### src/rtl/arb_rr2.sv
// Two-requester round-robin arbiter with bounded-hold preemption.
// Grant, busy and preempt are all registered; nothing combinational reaches the outputs.
module arb_rr2 #(
    parameter int unsigned MAX_HOLD = 4
) (
    input  logic       clk,
    input  logic       reset,
    input  logic [1:0] request,
    output logic [1:0] grant,
    output logic       busy,
    output logic       preempt
);

    localparam int unsigned CNT_W = (MAX_HOLD == 0) ? 1 : $clog2(MAX_HOLD + 1);
    localparam logic        PREEMPT_EN = (MAX_HOLD != 0);
    localparam logic [CNT_W-1:0] HOLD_MAX  = CNT_W'(MAX_HOLD);
    localparam logic [CNT_W-1:0] HOLD_LAST = CNT_W'((MAX_HOLD == 0) ? 0 : MAX_HOLD - 1);

    localparam logic [1:0] ST_IDLE = 2'd0;
    localparam logic [1:0] ST_G0   = 2'd1;
    localparam logic [1:0] ST_G1   = 2'd2;

    logic [1:0]       state_q, state_d;
    logic [CNT_W-1:0] hold_cnt_q, hold_cnt_d;
    logic             last_owner_q, last_owner_d;
    logic             preempt_d;
    logic [1:0]       grant_d;

    // Next-state, hold counter, fairness pointer and preemption flag.
    always_comb begin
        state_d      = state_q;
        hold_cnt_d   = hold_cnt_q;
        last_owner_d = last_owner_q;
        preempt_d    = 1'b0;

        case (state_q)
            ST_IDLE: begin
                unique case (request)
                    2'b01:   state_d = ST_G0;
                    2'b10:   state_d = ST_G1;
                    2'b11:   state_d = last_owner_q ? ST_G0 : ST_G1;
                    default: state_d = ST_IDLE;
                endcase
            end
            ST_G0: begin
                if (!request[0]) begin
                    last_owner_d = 1'b0;
                    state_d      = request[1] ? ST_G1 : ST_IDLE;
                end else if (request[1] && PREEMPT_EN && (hold_cnt_q >= HOLD_LAST)) begin
                    last_owner_d = 1'b0;
                    state_d      = ST_G1;
                    preempt_d    = 1'b1;
                end else if (hold_cnt_q != HOLD_MAX) begin
                    hold_cnt_d = hold_cnt_q + CNT_W'(1);
                end
            end
            ST_G1: begin
                if (!request[1]) begin
                    last_owner_d = 1'b1;
                    state_d      = request[0] ? ST_G0 : ST_IDLE;
                end else if (request[0] && PREEMPT_EN && (hold_cnt_q >= HOLD_LAST)) begin
                    last_owner_d = 1'b1;
                    state_d      = ST_G0;
                    preempt_d    = 1'b1;
                end else if (hold_cnt_q != HOLD_MAX) begin
                    hold_cnt_d = hold_cnt_q + CNT_W'(1);
                end
            end
            default: state_d = ST_IDLE;
        endcase

        // A fresh grant always starts its hold window from zero.
        if (state_d != state_q) begin
            hold_cnt_d = '0;
        end
    end

    // Grant pattern for the upcoming state, registered below.
    always_comb begin
        grant_d = 2'b00;
        case (state_d)
            ST_G0:   grant_d = 2'b01;
            ST_G1:   grant_d = 2'b10;
            default: grant_d = 2'b00;
        endcase
    end

    // State and output registers; reset parks the pointer on requester 1 so ties favour 0.
    always_ff @(posedge clk or negedge reset) begin
        if (!reset) begin
            state_q      <= ST_IDLE;
            hold_cnt_q   <= '0;
            last_owner_q <= 1'b1;
            grant        <= 2'b00;
            busy         <= 1'b0;
            preempt      <= 1'b0;
        end else begin
            state_q      <= state_d;
            hold_cnt_q   <= hold_cnt_d;
            last_owner_q <= last_owner_d;
            grant        <= grant_d;
            busy         <= |grant_d;
            preempt      <= preempt_d;
        end
    end

endmodule
### config.mk
export PLATFORM = sky130hd
export DESIGN_NAME = arb_rr2
export DESIGN_NICKNAME = d
export VERILOG_FILES = /design/src/rtl/arb_rr2.sv
export SDC_FILE = /design/constraint.sdc
export NUM_CORES = 1
export LEC_CHECK = 0
export CORE_MARGIN = 1.5
export CORE_UTILIZATION = 40
export DETAILED_ROUTE_END_ITERATION = 12
export SLEW_MARGIN = 15
export SYNTH_ARGS = -nofsm -noshare
export SYNTH_HDL_FRONTEND = slang
export SYNTH_SLANG_ARGS = --single-unit
### constraint.sdc
create_clock -name clk -period 2.28 [get_ports clk]
set_input_delay 0.456 -clock clk [delete_from_list [all_inputs] [get_ports clk]]
set_output_delay 0.456 -clock clk [all_outputs]
set_load 0.05 [all_outputs]
======== Word level (Yosys, flattened, before mapping) ========
Index checks and enable logic that the tools add are counted.
storage, ports and cells
  ROM bits ................................ 0
  memory bits (writable) .................. 0
  logic and storage cells ................. 58
  register bits after elaboration ......... 10
  input port bits ......................... 4
  memories ................................ 0
  bits in latches ......................... 0
  output and inout bits ................... 4
cells by class
  reductions and logical operators ........ 8
  multipliers ............................. 0
  bitwise operators ....................... 0
  magnitude comparators ................... 1
  shift operators ......................... 0
  divide/modulo/power cells ............... 0
  $add $sub $neg .......................... 1
  multiplexer cells ....................... 27
  eq/ne operators ......................... 15
operator list
  operator                                                                              number
  3-bit inequality test (second input constant)                                         7
  3-bit 2-to-1 mux                                                                      6
  2-bit 2-to-1 mux                                                                      6
  2-bit case mux with 3 select lines                                                    2
  1-bit 2-to-1 mux                                                                      9
  2-bit equality test (second input constant)                                           4
  2-bit by 1-bit equality test with 1-bit output (second input constant)                3
  3-bit case mux with 2 select lines                                                    1
  5-bit AND reduction                                                                   1
  1-bit case mux with 2 select lines                                                    2
  2-bit case mux with 2 select lines                                                    1
  3-bit by 1-bit adder with 3-bit output (second input constant)                        1
  3-bit by 2-bit greater-or-equal comparator with 1-bit output (second input constant)  1
  3-bit AND reduction                                                                   1
  3-bit nonzero test                                                                    1
  1-bit logical AND                                                                     2
  2-bit logical NOT                                                                     1
  2-bit inequality test                                                                 1
  2-bit nonzero test                                                                    1
  2-bit OR reduction                                                                    1

======== Longest topological paths before layout ========
  word-level depth ........................ 8
  gate-level depth with buffers ........... 10
  mapped depth without buffers ............ 9

======== Worst setup path before layout ========
No wires, ideal clock.
  path kind ............................... register to register
  start point ............................. register hold_cnt_q[0]
  end point ............................... register busy
  clock period less this slack ............ 2.036 ns
  cell stages (with the launch flop) ...... 10
  buffers on the path ..................... 0
  library setup time ...................... 0.113 ns
  required time ........................... 2.167 ns
  arrival time ............................ 1.923 ns
  slack ................................... 0.244 ns
  cells stage by stage .................... dfrtp_1 -> ha_1 -> ha_1 -> a211oi_2 -> nor2_1 -> a22oi_1 -> a21o_1 -> inv_1 -> ha_1 -> inv_1
between the ends
  word-level cells in the longest chain between the ends .. 8
  elaborated cells between the ends (all ways) .. 12
RTL lines
  what                                                                                   RTL line  source
  from (decl)                                                                            24        logic [CNT_W-1:0] hold_cnt_q, hold_cnt_d;
  from (signal assigned)                                                                 99        hold_cnt_q <= hold_cnt_d;
  3-bit by 2-bit greater-or-equal comparator with 1-bit output (*)                       49, 61
  1-bit logical AND, on equally long branches                                            61, 49
  2-bit 2-to-1 mux, on equally long branches                                             61, 49
  2-bit 2-to-1 mux, on equally long branches                                             58, 46
  2-bit case mux with 3 select lines (*)                                                 36        case (state_q)
  named net state_d[1]                                                                   23        logic [1:0] state_q, state_d;
  2-bit equality test or 2-bit by 1-bit equality test with 1-bit output (tied branches)  81        case (state_d)
  2-bit case mux with 2 select lines (*)                                                 81
  2-bit OR reduction (*)                                                                 102       busy <= |grant_d;
  to (signal assigned)                                                                   102
  to (decl)                                                                              10        output logic busy,
Mark *: on every way through the listed nets, which the timed path passes. The rest lies on a longest branch.
A chain may end at the register's enable or synchronous reset.

======== Worst setup path after layout ========
  start point ............................. register hold_cnt_q[1]
  end point ............................... register busy
The elaborated chain is that of the path after synthesis.

==> qor.csv <==
stage;metric;value;unit
setup_path;path_delay_family;compound AO/OA/AOI/OAI gates;
sta;setup_violations;0;
setup_path;reg2reg_slack;0.23;ns
placed_design;io_buffers;7;
cts;postCtsResizedCells;0;
power_and_ir_drop;p_per_area;1310;mW/mm^2
yosys;ys_ff_latch;10;
sta;worst_pin_slew;0.504;ns
setup_path;required;2.48;ns
finish;drive_above_1_share;15.3;%
power_and_ir_drop;vdd_ir_drop_max;626;uV
yosys;synth.yosys.seq_area_share;32.4;%
global_route;overflow;0;
sta;fmax;0.487;GHz
finish;n_antenna_cell;0;
run_status;status;finished, final reports clean;
cts;cts_tree;built;
yosys;yosysTopAreaCellShare;29.0;%
sta;rsz0062_at_grt;false;
cts;clock_sink_count;10;
routing;vias;630;
yosys;synthDistinctLibCells;28;
setup_path;cp_num_cells;9;
sta;skew;0.0129;ns
global_route;grt_pass1_vias;585;
setup_path;path_common_cell;ha_1;
yosys;syn_inst;86;
die;rows;15;
setup_path;r2r_cells;9;
setup_path;worstPathCellList;ha_1 > ha_1 > a211o_1 > a31oi_1 > nand2_1 > a21o_1 > inv_1 > ha_1 > inv_1;
yosys;synth.most_common_cell;inv_1;
cts;clk_pin_slew;0.08;ns
flow_run;maxCapViolCount;0;
sta;hold_violations;0;
setup_path;path_buf_inv;2;
cts;cts_max_level;1;
die;fp.coreArea;0.00178;sq mm
setup_path;cp.arrival;2.25;ns
routing;first_iter_violations;32;
die;num_io_pins;8;
routing;wl_per_cell;12.2;microns
routing;ant_nets;0;
sta;maxSlewViolCount;0;
setup_path;critPathMaxFanout;5;
yosys;ys_async_sr_fraction;100;%
global_route;antenna_found_initial;0;
die;chipHeight;47.1;microns
sta;setup_ws;0.227;ns
global_route;grt_pass1_wl;2530;microns
power_and_ir_drop;power.leakage;0.432;nW
routing;routed_wl;1500;microns
yosys;synth_edf_count;0;
die;die-width;47.1;microns
setup_path;cpMaxStageDelayCell;dfrtp_1;
cts;clock_path_buffers;2;
sta;slew_headroom;66.3;%
placed_design;gp_congestion;0.851;
yosys;yosys-top-cells-area;dfrtp_1 (29%), ha_1 (14%), inv_1 (5.8%);
die;dieArea;0.00222;sq mm
finish;regArea;251;sq um
finish;multiInputGateArea;460;sq um
sta;layout_min_cycle_time;2.05;ns
yosys;yosys.area.top_type;dfrtp_1;
setup_path;slowest_delay;0.44;ns
yosys;avgSynthCellArea;9.03;sq um
yosys;syn_nets;99;
placed_design;dp_slack;0.152;ns
cts;postCtsSetupBuffers;0;
sta;finalCritPeriodShare;90.0;%
finish;layout.nets;112;
setup_path;startpoint_type;flip-flop;
yosys;netlist_area;777;sq um
min_path;hold_path_class;in -> async;
finish;nFillCells;170;
cts;clk_latency;0.27;ns
die;start_util;43.6;%
yosys;yosysWarnings;0;
cts;postCtsHoldBufs;0;
placed_design;hpwl;1180;microns
finish;area_delta_synth_final;20.0;%
global_route;grt.total_usage;16.2;%
setup_path;critical_path_class;reg -> reg;
cts;cts_made_buffers;3;
cts;root_buffer;clkbuf_4;
routing;routed_via_density;5.12;
setup_path;end_kind;flip-flop;
routing;dr.pass1.iters;4;
routing;drc;0;
yosys;synth_ff_type;dfrtp_1;
global_route;grt_start_max_net_pins;11;
yosys;synth_common_cells;inv_1 (12), dfrtp_1 (9), ha_1 (9);
sta;tns;0;ns
==> report_power, final <==
part	total (mW)	switching (mW)	internal, mW
logic	0.762	0.432	0.330
clock network	0.162	0.0648	0.0969
registers	0.301	0.0543	0.246
==> cell usage in the layout (no fill, tap or decap), types with 2 or more instances in the layout <==
master           synthesis  routed
clkdlybuf4s50_1          0       7
dfrtp_1                  9       9
mux2i_1                  2       2
ha_1                     9       9
o21ai_0                  4       4
nand2b_1                 2       2
a221oi_1                 2       2
inv_1                   12      12
a21oi_1                  5       5
nand3_1                  3       3
nand2_1                  7       7
clkbuf_4                 0       3
buf_4                    0       5
nor3b_2                  2       2
a31oi_1                  2       2
nor2_1                   7       7
a211o_1                  3       3
==> final timing paths <==
check	end	startpoint
setup reg to reg	busy	hold_cnt_q[1]
min in group clk	last_owner_q	last_owner_q
setup / recovery	busy	hold_cnt_q[1]
hold / removal	hold_cnt_q[0]	reset
max in group asynchronous	last_owner_q	reset
hold reg to reg	last_owner_q	last_owner_q
==> cell families (layout without fill, tap and decap cells) <==
| logic type | Yosys count | in the layout | share of synthesized area (%) |
|---|---|---|---|
| xor+xnor | 1 | 1 | 1.13 |
| fa+ha+maj | 9 | 9 | 14.5 |
| mux | 2 | 2 | 2.58 |
| compound gates | 23 | 23 | 24.2 |
| buf+inv | 16 | 28 | 8.37 |
| simple gates | 25 | 25 | 16.9 |
| flops | 10 | 10 | 32.4 |
==> cell type report <==
class | count | share of cell area, %
repair buffers | 12 | 11.5
well taps | 25 | 3.36
flip-flops and latches | 10 | 27.0
multi-input cells | 60 | 49.4
inverters | 12 | 4.83
clock buffers | 4 | 3.89
==> per-stage QoR <==
step	cells	total power [mW]	area, sq um	utilization, %	hold slack (ns)
finish	123	1.22	932	52.3	0.493
global route	123	1.34	932	52.3	0.521
CTS	123	1.24	932	52.3	0.504
detailed placement	119	1.07	896	50.2	0.518
global placement	119	1.06	896	50.2	0.520
floorplan	86	0.863	777	-	0.160
==> state kept, by name, indices dropped and copies added, names as in the netlist <==
signal        count
hold_cnt_q        3
grant             2
state_q           2
busy              1
last_owner_q      1
preempt           1
==> layer usage <==
metal	vias to the layer above	share of wire, %	track usage, %
met5	-	0	0
met4	0	0.40	3.33
met3	2	3.7	5.00
met2	9	49	26.6
met1	293	47	21.0
li1	326	-	-
Power figures use the tool's default switching activity.
